--- src/rtl/ipm_dl_pkg.sv ---
// Shared types and helpers for the distributed-RAM delay line.
package ipm_dl_pkg;

    // Controller states: filling the line, or streaming delayed samples.
    typedef enum logic {
        FILL = 1'b0,
        RUN  = 1'b1
    } dl_state_e;

    // Width of depth requests and of the fill counter (holds up to 1024 plus one).
    localparam int CFG_W = 11;

    // ceil(log2(n)) with a floor of 4 address bits.
    function automatic int dl_addr_width(input int n);
        int r;
        r = 0;
        for (int i = 0; i < 31; i++) begin
            if ((1 << i) < n) begin
                r = i + 1;
            end
        end
        return (r < 4) ? 4 : r;
    endfunction

endpackage

--- src/rtl/ipm_distributed_sdpram_v1_2.sv ---
// Simple dual-port distributed RAM: synchronous write, asynchronous read.
// A read of the address being written returns the pre-write content.
module ipm_distributed_sdpram_v1_2 #(
    parameter int    ADDR_WIDTH = 4,
    parameter int    DATA_WIDTH = 16,
    parameter string INIT_FILE  = "NONE"
) (
    input  logic                  wr_clk_i,
    input  logic                  wr_en_i,
    input  logic [ADDR_WIDTH-1:0] wr_addr_i,
    input  logic [DATA_WIDTH-1:0] wr_data_i,
    input  logic [ADDR_WIDTH-1:0] rd_addr_i,
    output logic [DATA_WIDTH-1:0] rd_data_o
);

    logic [DATA_WIDTH-1:0] mem_q [2**ADDR_WIDTH];

    // This model carries no preload; reject any attempt to request one.
    generate
        if (INIT_FILE != "NONE") begin : g_init_check
            $error("ipm_distributed_sdpram_v1_2: preload files are not supported");
        end
    endgenerate

    // Write port: one word per enabled clock.
    always_ff @(posedge wr_clk_i) begin
        if (wr_en_i) begin
            mem_q[wr_addr_i] <= wr_data_i;
        end
    end

    assign rd_data_o = mem_q[rd_addr_i];

endmodule

--- src/rtl/ipm_distributed_delayline_ctrl.sv ---
// Runtime-configurable delay line controller around one distributed SDP RAM.
// dout_valid rises once the line already holds `depth` samples, so every
// valid output is the sample accepted exactly `depth` accepts earlier.
module ipm_distributed_delayline_ctrl
    import ipm_dl_pkg::*;
#(
    parameter int MAX_DEPTH     = 16,
    parameter int DEFAULT_DEPTH = 16,
    parameter int DATA_WIDTH    = 16
) (
    input  logic                  clk,
    input  logic                  asyn_rst,
    input  logic                  i_aclken,
    input  logic [DATA_WIDTH-1:0] din,
    input  logic                  i_flush,
    input  logic                  cfg_valid,
    input  logic [CFG_W-1:0]      cfg_depth,
    output logic                  cfg_ready,
    output logic                  cfg_err,
    output logic [DATA_WIDTH-1:0] dout,
    output logic                  dout_valid,
    output logic [CFG_W-1:0]      fill_level,
    output logic                  busy_fill
);

    localparam int AW = dl_addr_width(MAX_DEPTH);

    dl_state_e             state_q, state_d;
    logic [AW-1:0]         wr_addr_q, wr_addr_d;
    logic [CFG_W-1:0]      depth_q, depth_d;
    logic [CFG_W-1:0]      fill_q, fill_d;
    logic [DATA_WIDTH-1:0] dout_q, dout_d;
    logic                  dout_vld_q, dout_vld_d;
    logic                  cfg_err_q, cfg_err_d;
    logic                  rst_done_q;

    logic [AW-1:0]         rd_addr;
    logic [DATA_WIDTH-1:0] rd_data;
    logic                  cfg_fire;
    logic                  cfg_ok;
    logic                  restart;
    logic [CFG_W-1:0]      fill_sat;

    // Read address trails the write address by depth; depth == 2**AW aliases
    // onto wr_addr and relies on the RAM returning pre-write data.
    assign rd_addr   = wr_addr_q - depth_q[AW-1:0];
    assign cfg_ready = rst_done_q && ((state_q == FILL) || (state_q == RUN));
    assign cfg_fire  = cfg_valid && cfg_ready;
    assign cfg_ok    = (cfg_depth != '0) && (cfg_depth <= CFG_W'(MAX_DEPTH));
    assign restart   = (cfg_fire && cfg_ok) || i_flush;

    ipm_distributed_sdpram_v1_2 #(
        .ADDR_WIDTH (AW),
        .DATA_WIDTH (DATA_WIDTH),
        .INIT_FILE  ("NONE")
    ) u_ram (
        .wr_clk_i  (clk),
        .wr_en_i   (i_aclken),
        .wr_addr_i (wr_addr_q),
        .wr_data_i (din),
        .rd_addr_i (rd_addr),
        .rd_data_o (rd_data)
    );

    // State, address, fill and output registers; all cleared asynchronously.
    always_ff @(posedge clk or posedge asyn_rst) begin
        if (asyn_rst) begin
            state_q    <= FILL;
            wr_addr_q  <= '0;
            depth_q    <= CFG_W'(DEFAULT_DEPTH);
            fill_q     <= '0;
            dout_q     <= '0;
            dout_vld_q <= 1'b0;
            cfg_err_q  <= 1'b0;
            rst_done_q <= 1'b0;
        end else begin
            state_q    <= state_d;
            wr_addr_q  <= wr_addr_d;
            depth_q    <= depth_d;
            fill_q     <= fill_d;
            dout_q     <= dout_d;
            dout_vld_q <= dout_vld_d;
            cfg_err_q  <= cfg_err_d;
            rst_done_q <= 1'b1;
        end
    end

    // Next-state: accept/advance, then config errors, then refill overrides.
    always_comb begin
        state_d    = state_q;
        wr_addr_d  = wr_addr_q;
        depth_d    = depth_q;
        fill_d     = fill_q;
        dout_d     = dout_q;
        dout_vld_d = dout_vld_q;
        cfg_err_d  = cfg_err_q;
        fill_sat   = (fill_q >= depth_q) ? depth_q : (fill_q + 1'b1);

        if (i_aclken) begin
            wr_addr_d  = wr_addr_q + 1'b1;
            dout_d     = rd_data;
            dout_vld_d = (fill_q >= depth_q);
            fill_d     = fill_sat;
            if ((state_q == FILL) && (fill_sat >= depth_q)) begin
                state_d = RUN;
            end
        end

        if (cfg_fire && !cfg_ok) begin
            cfg_err_d = 1'b1;
        end

        if (restart) begin
            if (cfg_fire && cfg_ok) begin
                depth_d = cfg_depth;
            end
            fill_d     = i_aclken ? CFG_W'(1) : '0;
            dout_vld_d = 1'b0;
            state_d    = FILL;
        end
    end

    assign cfg_err    = cfg_err_q;
    assign dout       = dout_q;
    assign dout_valid = dout_vld_q;
    assign fill_level = fill_q;
    assign busy_fill  = (state_q == FILL);

endmodule

--- config.mk ---
export PLATFORM = sky130hd
export DESIGN_NAME = ipm_distributed_delayline_ctrl
export DESIGN_NICKNAME = d
export VERILOG_FILES = /design/src/rtl/ipm_dl_pkg.sv /design/src/rtl/ipm_distributed_sdpram_v1_2.sv /design/src/rtl/ipm_distributed_delayline_ctrl.sv
export SDC_FILE = /design/constraint.sdc
export NUM_CORES = 1
export LEC_CHECK = 0
export ABC_AREA = 1
export CAP_MARGIN = 20
export CORE_MARGIN = 3
export CORE_UTILIZATION = 30
export CTS_BUF_LIST = sky130_fd_sc_hd__clkbuf_16
export CTS_CLUSTER_DIAMETER = 200
export CTS_CLUSTER_SIZE = 24
export DETAILED_ROUTE_END_ITERATION = 16
export GPL_TIMING_DRIVEN = 0
export PLACE_DENSITY = 0.51
export SYNTH_ARGS = -nofsm -noshare
export SYNTH_HDL_FRONTEND = slang
export SYNTH_SLANG_ARGS = --single-unit
--- constraint.sdc ---
create_clock -name clk -period 4 [get_ports clk]
set_input_delay 0.4 -clock clk [delete_from_list [all_inputs] [get_ports clk]]
set_output_delay 0.4 -clock clk [all_outputs]
set_load 0.1 [all_outputs]
==> impl_metrics.tcl <==
set metrics [dict create \
    p_sw_share_pct 46.47 \
    seq_area_frac_synth_pct 68.10 \
    path_clk_slew_ns 0.10 \
    tightest_slew_ns 0.9997 \
    overflow 0 \
    num-fill-cells 4264 \
    core_um2 42320 \
    io_pins 63 \
    critPathLaunchType "flip-flop" \
    drt_iter0_drc 711 \
    power_frac_seq_pct 35.3 \
    antenna_found_initial 0 \
    synth.avg_cell_area_um2 11.08 \
    port-buffer-count 61 \
    seq_area_um2 8840 \
    grt_pass1_vias 8710 \
    n_antenna_cell 0 \
    ys_seq_elements 302 \
    p_leak_nw 5.481 \
    syn_to_final_growth_pct 15.60 \
    root_buffer "clkbuf_16" \
    cts_sinks 302 \
    final_common_cell "edfxtp_1" \
    p_int_w 0.006099 \
    syn_inst 1171 \
    final_cells 1849 \
    ys_warn_count 0 \
    place_area_um2 14530 \
    finalHoldViolCount 0 \
    die_area_um2 45800 \
    holdCritPathClass "in -> async" \
    finClkSkew_ns 0.04096 \
    clkPwrFrac_pct 15.7 \
    row_count 75 \
    cts_setup_buffers 0 \
    cts_resized 0 \
    p_sw_w 0.005294 \
    crit_type "reg -> reg" \
    grt_max_degree 33 \
    tns_ns 0 \
    cts_made_buffers 16 \
    finalCriticalPeriod_ns 3.244 \
    netlist_area_um2 12980 \
    grt_pass1_wl_um 54400 \
    h-tree-depth 1 \
    reg2reg_depth 20 \
    ant_nets 0 \
    wl_per_cell_um 19.57 \
    cts_buffer_depth 3 \
    grt.total_usage_pct 15.44 \
    post-route-period-util_pct 81.10 \
    reg2reg_from "depth_q[4]$_DFFE_PP1P_" \
    drive_gt1_share_pct 6.447 \
    cp_data_required_time_ns 4.45 \
    die_w_um 214.0 \
    vias 8824 \
    clkLatencyLatePin_ns 0.52 \
    gp_congestion 0.8315 \
    synth_nets 1234 \
    ctsHoldBuffers 0 \
    synth.top_cell.area_share_pct 59.22 \
    setup_viol 0 \
    drt-total-wl_um 36180 \
    cp-end-kind "flip-flop" \
    path_max_fanout 8 \
    initial_core_util_pct 30.67 \
    status "finished, final reports clean" \
    vdd_drop_max_mv 0.6685 \
    cp.arrival_ns 3.70 \
    final_max_slew_viol_count 0 \
    rsz0062_at_grt "false" \
    ys_types 33 \
    synth_area_leaders "edfxtp_1 (59%), dfrtp_1 (8.7%), o21ai_0 (6.2%)" \
    pre_cts_slack_ns 0.7260 \
    max_freq_mhz 308.3 \
    finalNetCount 1325 \
    route.detailed.drc 0 \
    stdcell_area_um2 15000 \
    die_h_um 214.0 \
    fin_ws_ns 0.7561 \
    drtPass1Iterations 5 \
    place_inst 1821 \
    cap_violations 0 \
    multi_input_area_um2 3711 \
    powerDensity_nw_per_um2 759.3 \
    r2r-end "state_q$_DFFE_PP0P_" \
    power_frac_comb_pct 49.0 \
    yosysTopAreaCell "edfxtp_1" \
    hpwl_um 24350 \
    reg2reg_setup_slack_ns 0.76 \
    tritoncts "done" \
    via_per_inst 4.772 \
    slew_headroom_pct 33.14 \
    final_cell_mix "edfxtp_1 (256), nand2_1 (202), nor2_1 (185), o21ai_0 (160), nand3_1 (77)" \
]
## kinds of logic after synthesis
group | count (synthesis) | synth area share (%)
adder cells (fa/ha/maj) | 31 | 3.046
XOR/XNOR | 14 | 1.118
AO/OA/AOI/OAI | 214 | 8.608
AND/OR/NAND/NOR | 498 | 15.48
buffers and inverters | 111 | 3.615
flip-flops | 302 | 68.10
other | 1 | 0.02889
## routing by layer
metal / up-vias / wire, µm / track usage, %
li1: 4226 / - / -
met1: 4272 / 17020 / 22.65
met2: 278 / 15980 / 23.76
met3: 48 / 2220 / 2.426
met4: 0 / 964 / 4.398
met5: - / 0 / 0
## stage by stage
stage	util (%)	total power, W	hold slack, ns
after floorplan	-	0.007644	0.4361
after global placement	33.82	0.009548	0.4514
after detailed placement	34.33	0.009633	0.4528
after CTS	35.45	0.01143	0.1646
after global routing	35.45	0.01209	0.1969
final	35.45	0.01139	0.1644
## flip-flops by register name, indices dropped and copies added (netlist names)
signal,flops
fill_level,11
depth_q,11
u_ram.mem_q,256
wr_addr_q,4
dout,16
state_q,1
cfg_err,1
cfg_ready,1
dout_valid,1
## worst max-delay path, stage by stage (launching register included)
cell and delay, ns:
dfstp_2 0.55, inv_1 0.07, ha_1 0.28, nand2_1 0.06, nand2_1 0.04, nand2_1 0.05, nand2_1 0.07, nand2_1 0.15
inv_1 0.06, nor2_1 0.47, nand3_1 0.20, and2_1 0.20, ha_1 0.28, nand2_1 0.07, nor2_1 0.20, nand2_1 0.08
nand2_1 0.08, nand2_1 0.05, nand3_1 0.06, nand2_1 0.07, a21oi_1 0.12
## power by group through the flow
stage / Clock (W) / Sequential [W] / Combinational, W
floorplan: 0 / 0.00481 / 0.00284
global placement: 0 / 0.00409 / 0.00546
detailed placement: 0 / 0.00408 / 0.00555
CTS: 0.00184 / 0.00402 / 0.00558
global route: 0.00194 / 0.00406 / 0.00609
finish: 0.00179 / 0.00402 / 0.00558
## cell usage after synthesis
cell and n:
or2_2 1, xor2_1 8, buf_2 18, and2_1 9, a21oi_1 10, o21ai_0 160
o21ai_1 10, ha_1 30, nor2_1 201, fa_1 1, buf_1 1, nor2_2 1
edfxtp_1 256, inv_2 3, or2_0 1, clkbuf_1 31, nand2_1 202, a21o_1 1
conb_1 1, inv_1 50, nand3_1 77, xnor2_2 2, buf_6 1, xnor2_1 3
dfstp_2 1, buf_4 6, nor3_1 1, o21ai_2 1, o22ai_1 32, xor2_2 1
clkinv_1 1, dfrtp_1 45, nand4_1 5
## layout make-up
type / count / area share, %
buffer: 57 / 1.776
clock buffer: 17 / 2.835
clock inverter: 11 / 0.3252
inverter: 54 / 1.351
multi-input combinational: 758 / 24.73
sequential: 302 / 58.91
tap: 577 / 4.812
timing repair buffer: 73 / 5.253
## worst max-delay path by stage
stage,to,start,cells past startpoint
after global placement,state_q$_DFFE_PP0P_,depth_q[4]$_DFFE_PP1P_,20
after CTS,state_q$_DFFE_PP0P_,depth_q[4]$_DFFE_PP1P_,20
after global routing,state_q$_DFFE_PP0P_,depth_q[4]$_DFFE_PP1P_,20
final,state_q$_DFFE_PP0P_,depth_q[4]$_DFFE_PP1P_,20
after floorplan,state_q$_DFFE_PP0P_,fill_level[6]$_DFFE_PP0P_,18
after detailed placement,state_q$_DFFE_PP0P_,depth_q[4]$_DFFE_PP1P_,20
Power figures use the tool's default switching activity.
